<file path="src/rtl/seq_divider_pkg.sv">
// Shared definitions for the sequential restoring divider.
package seq_divider_pkg;

    // Default datapath width of the CPU ALU.
    localparam int unsigned DATA_WIDTH = 8;

    // Divider control states.
    typedef enum logic [1:0] {
        DIV_IDLE = 2'b00,
        DIV_CALC = 2'b01,
        DIV_DONE = 2'b10
    } div_state_e;

endpackage

</file>
<file path="src/rtl/seq_divider_div_sub_stage.sv">
// Combinational (WIDTH+1)-bit subtract stage; ge is the inverted borrow.
module div_sub_stage #(
    parameter int unsigned WIDTH = 8
) (
    input  logic [WIDTH:0] a,
    input  logic [WIDTH:0] b,
    output logic [WIDTH:0] diff,
    output logic           ge
);

    logic borrow;

    // One extra bit on the subtract exposes the borrow as the compare result.
    always_comb begin
        {borrow, diff} = {1'b0, a} - {1'b0, b};
        ge             = ~borrow;
    end

endmodule

</file>
<file path="src/rtl/seq_divider.sv">
// Multi-cycle unsigned restoring divider, one quotient bit per cycle, MSB first.
// Optional macro SEQ_DIV_ZERO_TRAP_EN: short-circuits divide-by-zero and raises div_err.
module seq_divider
    import seq_divider_pkg::*;
#(
    parameter int unsigned WIDTH = DATA_WIDTH
) (
    input  logic             clk,
    input  logic             rst,
    input  logic             start,
    input  logic [WIDTH-1:0] dividend,
    input  logic [WIDTH-1:0] divisor,
    output logic [WIDTH-1:0] quotient,
    output logic [WIDTH-1:0] remainder,
    output logic             busy,
    output logic             done,
    output logic             div_err
);

    localparam int unsigned CNT_W = $clog2(WIDTH) + 1;

    div_state_e       state_q, state_d;
    logic [CNT_W-1:0] cnt_q, cnt_d;
    logic [WIDTH-1:0] dvd_q, dvd_d;    // dividend bits shifted out, quotient bits shifted in
    logic [WIDTH-1:0] dvs_q, dvs_d;
    logic [WIDTH-1:0] rem_q, rem_d;    // partial remainder
    logic [WIDTH-1:0] quo_d, remo_d;
    logic             busy_d, done_d;
`ifdef SEQ_DIV_ZERO_TRAP_EN
    logic             err_q, err_d;
`endif

    logic [WIDTH:0]   trial;
    logic [WIDTH:0]   diff;
    logic             ge;
    logic [WIDTH-1:0] rem_next;
    logic [WIDTH-1:0] quo_next;

    // Partial remainder shifted left with the next dividend bit appended.
    assign trial = {rem_q, dvd_q[WIDTH-1]};

    div_sub_stage #(.WIDTH(WIDTH)) u_sub (
        .a    (trial),
        .b    ({1'b0, dvs_q}),
        .diff (diff),
        .ge   (ge)
    );

    // Restore on borrow, otherwise keep the difference; the quotient bit is the compare.
    always_comb begin
        rem_next = ge ? diff[WIDTH-1:0] : trial[WIDTH-1:0];
        quo_next = {dvd_q[WIDTH-2:0], ge};
    end

    // Next-state and register-input logic.
    always_comb begin
        state_d = state_q;
        cnt_d   = cnt_q;
        dvd_d   = dvd_q;
        dvs_d   = dvs_q;
        rem_d   = rem_q;
        quo_d   = quotient;
        remo_d  = remainder;
        busy_d  = busy;
        done_d  = done;
`ifdef SEQ_DIV_ZERO_TRAP_EN
        err_d   = err_q;
`endif
        case (state_q)
            DIV_IDLE, DIV_DONE: begin
                if (start) begin
                    dvd_d   = dividend;
                    dvs_d   = divisor;
                    rem_d   = '0;
                    cnt_d   = '0;
                    quo_d   = '0;
                    remo_d  = '0;
                    done_d  = 1'b0;
                    busy_d  = 1'b1;
                    state_d = DIV_CALC;
`ifdef SEQ_DIV_ZERO_TRAP_EN
                    err_d   = 1'b0;
                    if (divisor == '0) begin
                        busy_d  = 1'b0;
                        done_d  = 1'b1;
                        err_d   = 1'b1;
                        quo_d   = {WIDTH{1'b1}};
                        remo_d  = dividend;
                        state_d = DIV_DONE;
                    end
`endif
                end
            end
            DIV_CALC: begin
                dvd_d = quo_next;
                rem_d = rem_next;
                cnt_d = cnt_q + CNT_W'(1);
                if (cnt_q == CNT_W'(WIDTH - 1)) begin
                    busy_d  = 1'b0;
                    done_d  = 1'b1;
                    quo_d   = quo_next;
                    remo_d  = rem_next;
                    state_d = DIV_DONE;
                end
            end
            default: state_d = DIV_IDLE;
        endcase
    end

    // State and datapath registers; reset aborts any division in flight.
    always_ff @(posedge clk or posedge rst) begin
        if (rst) begin
            state_q   <= DIV_IDLE;
            cnt_q     <= '0;
            dvd_q     <= '0;
            dvs_q     <= '0;
            rem_q     <= '0;
            quotient  <= '0;
            remainder <= '0;
            busy      <= 1'b0;
            done      <= 1'b0;
`ifdef SEQ_DIV_ZERO_TRAP_EN
            err_q     <= 1'b0;
`endif
        end else begin
            state_q   <= state_d;
            cnt_q     <= cnt_d;
            dvd_q     <= dvd_d;
            dvs_q     <= dvs_d;
            rem_q     <= rem_d;
            quotient  <= quo_d;
            remainder <= remo_d;
            busy      <= busy_d;
            done      <= done_d;
`ifdef SEQ_DIV_ZERO_TRAP_EN
            err_q     <= err_d;
`endif
        end
    end

`ifdef SEQ_DIV_ZERO_TRAP_EN
    assign div_err = err_q;
`else
    assign div_err = 1'b0;
`endif

endmodule

</file>
<file path="config.mk">
export PLATFORM = sky130hd
export DESIGN_NAME = seq_divider
export DESIGN_NICKNAME = d
export VERILOG_FILES = /design/src/rtl/seq_divider_pkg.sv /design/src/rtl/seq_divider_div_sub_stage.sv /design/src/rtl/seq_divider.sv
export SDC_FILE = /design/constraint.sdc
export NUM_CORES = 1
export LEC_CHECK = 0
export BUFFER_PORTS_ARGS = -buffer_cell sky130_fd_sc_hd__buf_2
export CORE_AREA = 10 10 78 80
export CTS_BUF_LIST = sky130_fd_sc_hd__clkbuf_4
export DETAILED_ROUTE_END_ITERATION = 8
export DIE_AREA = 0 0 88 90
export GPL_TIMING_DRIVEN = 0
export PLACE_DENSITY_LB_ADDON = 0.05
export SYNTH_ARGS = -nofsm -noshare
export SYNTH_HDL_FRONTEND = slang
export SYNTH_SLANG_ARGS = --single-unit
</file>
<file path="constraint.sdc">
create_clock -name clk -period 2.6 [get_ports clk]
set_input_delay 0.65 -clock clk [delete_from_list [all_inputs] [get_ports clk]]
set_output_delay 0.65 -clock clk [all_outputs]
set_load 0.02 [all_outputs]
</file>
* Word level (Yosys, flattened, before mapping)
Cells that the tools add are included. Widths: inputs -> output; s select.
Cells by class: $add $sub $neg 2, eq/ne operators 5, mux-type cells 20, bitwise gates (word level) 1, reductions and logical operators 7
Operators with widths (number):
- $pmux 8 s2 | 4
- $mux 8 | 5
- $sub 9x8->10 | 1
- $pmux 4 s2 | 1
- $reduce_and 2->1 | 3
- $add 4x1->4 const B | 1
- $eq 4x3->1 const B | 1
- $mux 1 | 4
- $mux 2 | 2
- $mux 4 | 1
- $ne 2x2->1 const B | 2
- $pmux 1 s2 | 2
- $pmux 2 s2 | 1
- $reduce_and 3->1 | 1
- $eq 2x1->1 const B | 1
- $eq 2x2->1 const B | 1
- $logic_not 2->1 | 1
- $reduce_bool 2->1 | 1
- $reduce_or 2->1 | 1
- $not 1->1 | 1
Storage, ports and cells: register bits 48, bits of input ports 19, output and inout bits 19, word-level logic and storage cells 44

* Logic depth before layout (Yosys ltp)
depth after elaboration 4, mapped depth 8, gate-level depth less buffers 8

* By module
Synthesis repeated with hierarchy kept, for this count alone.
Second synthesis, totals: cell total of the unflattened synthesis 254, area total of the unflattened synthesis 2499.9 µm²
Modules (own cells, without submodules):
- seq_divider | times used 1, cells an instance 202, area each 2117.0 µm², sequential area each 1201.2 µm²
- div_sub_stage | times used 1, cells an instance 52, area each 382.9 µm², sequential area each 0.0 µm²

* Worst setup path before layout
No wires, ideal clock.
path type flip-flop to flip-flop, start point register dvd_q[7], end point register remainder[4], library setup time 0.069 ns, arrival 1.835 ns, data required time 2.531 ns, path slack 0.696 ns, cell stages (with the launch flop) 9, path buffers 0, period minus slack after synthesis 1.904 ns, cells stage by stage dfrtp_1 > inv_1 > ha_1 > fa_1 > nand2b_1 > a21oi_1 > nor2_1 > or4_1 > nand3_1
Between the ends: longest elaborated chain between the ends 4
RTL lines:
- start, declared | RTL line seq_divider.sv:24 | logic [WIDTH-1:0] dvd_q, dvd_d;
- start signal, assigned | RTL line seq_divider.sv:128 | dvd_q <= dvd_d;
- $sub 9x8->10 | RTL line seq_divider_div_sub_stage.sv:15 | {borrow, diff} = {1'b0, a} - {1'b0, b};
- $mux 8 | RTL line seq_divider.sv:51 | rem_next = ge ? diff[WIDTH-1:0] : trial[WIDTH-1:0];
- $mux 8 | RTL line seq_divider.sv:98 | if (cnt_q == CNT_W'(WIDTH - 1)) begin
- $pmux 8 s2 | RTL line seq_divider.sv:69 | case (state_q)
- end signal, assigned | RTL line seq_divider.sv:132 | remainder <= remo_d;
- end, declared | RTL line seq_divider.sv:14 | output logic [WIDTH-1:0] remainder,
No other way between the ends. The select of a mux whose other input is x is not followed. A chain may end at the register's enable or synchronous reset.

* Final worst setup path
start point register rem_q[5], end point register rem_q[3]
Between the ends: longest elaborated chain between the ends 3
RTL lines:
- start, declared | RTL line seq_divider.sv:26 | logic [WIDTH-1:0] rem_q, rem_d;
- start signal, assigned | RTL line seq_divider.sv:130 | rem_q <= rem_d;
- $sub 9x8->10 | RTL line seq_divider_div_sub_stage.sv:15
- $mux 8 | RTL line seq_divider.sv:51
- $pmux 8 s2 | RTL line seq_divider.sv:69
No other way between the ends.

==> flow_summary_export.csv <==
group,metric,value,unit
setup_path,reg2reg_depth,7,
setup_path,critPathCaptureType,"register",
setup_path,cp_top_family,"compound AO/OA/AOI/OAI gates",
grt,antenna_found_initial,0,
placed_design,place.gp.congestion,0.837,
die,rows,25,
clock_tree,postCtsSetupBuffers,0,
grt,grt_max_degree,30,
setup_path,rr_endpoint,"rem_q[3]",
logic_synthesis,async_flop_share,1.00,
job,drv_cap,0,
detailed_routing,drc_errors,0,
timing,fin_crit,2.19,ns
finish,drive_gt1_frac,0.217,
detailed_routing,vias,1906,
finish,layout_commonest_cell,"dfrtp_1",
setup_path,crit_type,"reg -> reg",
setup_path,crit_cells,7,
timing,finalHoldViolCount,0,
clock_tree,cts.repair.resized,0,
die,core,4600,µm²
logic_synthesis,syn_nets,280,
timing,skew,0.00947,ns
die,fp.dieH,90,µm
setup_path,cpMaxStageDelayCell,"dfrtp_1",
logic_synthesis,synth_area,2450,µm²
logic_synthesis,synth_edf_count,0,
setup_path,cp.buffers_inverters,1,
power_and_ir_drop,p_per_area,1560,nW/µm²
logic_synthesis,netlist_instances,251,
detailed_routing,ant_nets,0,
timing,fin_ws,0.415,ns
grt,grt_use_met3,0.0316,
finish,antenna_cells_inserted,0,
setup_path,r2r-start,"rem_q[5]",
clock_tree,cts-root-buf,"clkbuf_4",
outcome,status,"completed",
finish,num-nets-final,324,
setup_path,path_cells,"ha_1, a21oi_2, o221ai_2, a21oi_4, buf_6, mux2i_1, o21ai_1",
timing,slew_violations,0,
die,io_pins,38,
logic_synthesis,synth-seq-cells,48,
detailed_routing,routedWlPerCell,16.0,µm
setup_path,reg2reg_slack,0.41,ns
setup_path,arrival,2.41,ns
timing,worst_pin_slew,0.559,ns
setup_path,endpoint,"rem_q[3]",
clock_tree,tritoncts,"done",
timing,setup_viol,0,
timing,relSlewSlack,0.628,
clock_tree,clk_path_buf_depth,2,
power_and_ir_drop,p_leak,1.36,nW
timing,rsz0062_at_grt,"no",
setup_path,cp.required,2.83,ns
detailed_routing,avgViaCountPerCell,5.46,
grt,grt_overflow_total,0,
setup_path,cp_max_fo,10,
die,start_util,0.533,
placed_design,pre_cts_ws,0.436,ns
logic_synthesis,yosys_warnings,0,
die,dieArea,7920,µm²
power_and_ir_drop,ir_drop,760,µV
detailed_routing,drt-initial-drc-count,140,
logic_synthesis,yosysUniqueCellTypes,49,
clock_tree,clock-sinks,48,
detailed_routing,dr.pass1.iters,4,
setup_path,slowest_delay,0.45,ns
placed_design,hpwlAfterDp,4130,µm
setup_path,cp-start-kind,"register",
timing,max_clock_freq,0.458,GHz
grt,grt_pass1_wl,9320,µm
clock_tree,htreeDepth,2,
logic_synthesis,synth_flop_cell,"dfrtp_1",
grt,grt_pass1_vias,1944,
logic_synthesis,ys_seq_area_frac,0.490,
min_path,worstHoldPathType,"in -> async",
timing,setup_tns,0,ns
grt,grt_util_met2,0.219,
logic_synthesis,syn_avg_cell_area,9.77,µm²
clock_tree,clkSlewWorstSetupHoldPaths,0.14,ns
grt,busiest_layer,"met2",
clock_tree,clock_latency,0.35,ns
grt,use_met1,0.198,
timing,fin_crit_sh,0.840,
detailed_routing,drt-total-wl,5580,µm
clock_tree,numCtsBuffers,5,
finish,mostFrequentLayoutCells,"48 x dfrtp_1, 42 x nand2_1, 41 x buf_2, 19 x o21ai_0, 16 x o21ai_1",
die,dieWidth,88,µm
timing,timing.hold.ws,0.280,ns
setup_path,crit_start,"rem_q[5]",
finish,syn2layout_area_growth,14.9,%
clock_tree,ctsHoldBuffers,0,
grt,grt.total_usage,0.145,
placed_design,io_buffer_count,36,
[logic make-up after synthesis]
family / synth area share
buffers and inverters: 0.0469
multiplexers: 0.0505
flip-flops: 0.490
other: 0.00153
AO/OA/AOI/OAI: 0.185
adder cells (fa/ha/maj): 0.0541
AND/OR/NAND/NOR: 0.168
XOR/XNOR: 0.00357
[per-stage QoR]
stage          total power, mW  area, µm²  cells  utilization
3_3_place_gp              3.83       2700    341        0.587
6_report                  4.39       2820    349        0.613
3_5_place_dp              3.89       2720    342        0.592
5_1_grt                   4.79       2820    349        0.613
4_1_cts                   4.42       2820    349        0.613
2_1_floorplan             3.28       2450    251            -
[synth_stat cells (all sizes together), types with 3 or more instances]
master   n  area, µm²
a21o     5       37.5
nor2    10       37.5
mux2i    9       90.1
clkbuf   5       18.8
inv     13       48.8
buf      8       47.5
ha       9        113
a21oi    9       71.3
nand3   13       65.1
nand2   42        158
nor2b    3       18.8
o21ai   35        175
mux2     3       33.8
nand2b   8       50.1
dfrtp   48       1200
[metal layers]
| metal | vias to the layer above | wire, µm |
|---|---|---|
| li1 | 964 | - |
| met1 | 900 | 2700 |
| met2 | 35 | 2520 |
| met3 | 7 | 286 |
| met4 | 0 | 76 |
| met5 | - | 0 |
[area by class of cell]
cell class,count,area (µm²)
fill,428,1780
sequential,48,1200
multi-input combinational,177,1140
timing repair buffer,37,200
tap,54,67.6
buffer,13,66.3
clock inverter,2,60.1
inverter,13,48.8
clock buffer,5,37.5
[worst reg2reg max path, delay by kind of cell, from the launching register on]
kind,cells,cell delay (ns)
AOI/OAI and AO/OA,4,0.72
DFF,1,0.45
adders and majority gates,1,0.39
muxes,1,0.30
buffers and inverters,1,0.20
[registers in the layout, summed over array words and instances (netlist names)]
| name | count |
|---|---|
| busy | 1 |
| cnt_q | 4 |
| done | 1 |
| dvd_q | 8 |
| dvs_q | 8 |
| quotient | 8 |
| rem_q | 8 |
| remainder | 8 |
| state_q | 2 |
[power by group]
part | leakage, nW | internal [mW] | total [mW] | switching [mW]
registers | 0.598 | 1.10 | 1.30 | 0.203
logic | 0.710 | 1.01 | 2.56 | 1.54
clock network | 0.0513 | 0.294 | 0.526 | 0.232
total | 1.36 | 2.41 | 4.39 | 1.98
[how the worst min path moves through the flow]
stage	startpoint	to	slack, ns	depth (start not counted)
floorplan	cnt_q[3]	cnt_q[3]	0.44	1
global placement	done	done	0.46	2
detailed placement	done	done	0.46	2
CTS	rst	state_q[1]	0.28	2
global route	rst	state_q[1]	0.29	2
finish	rst	state_q[1]	0.28	2
(Power assumes the default switching activity.)
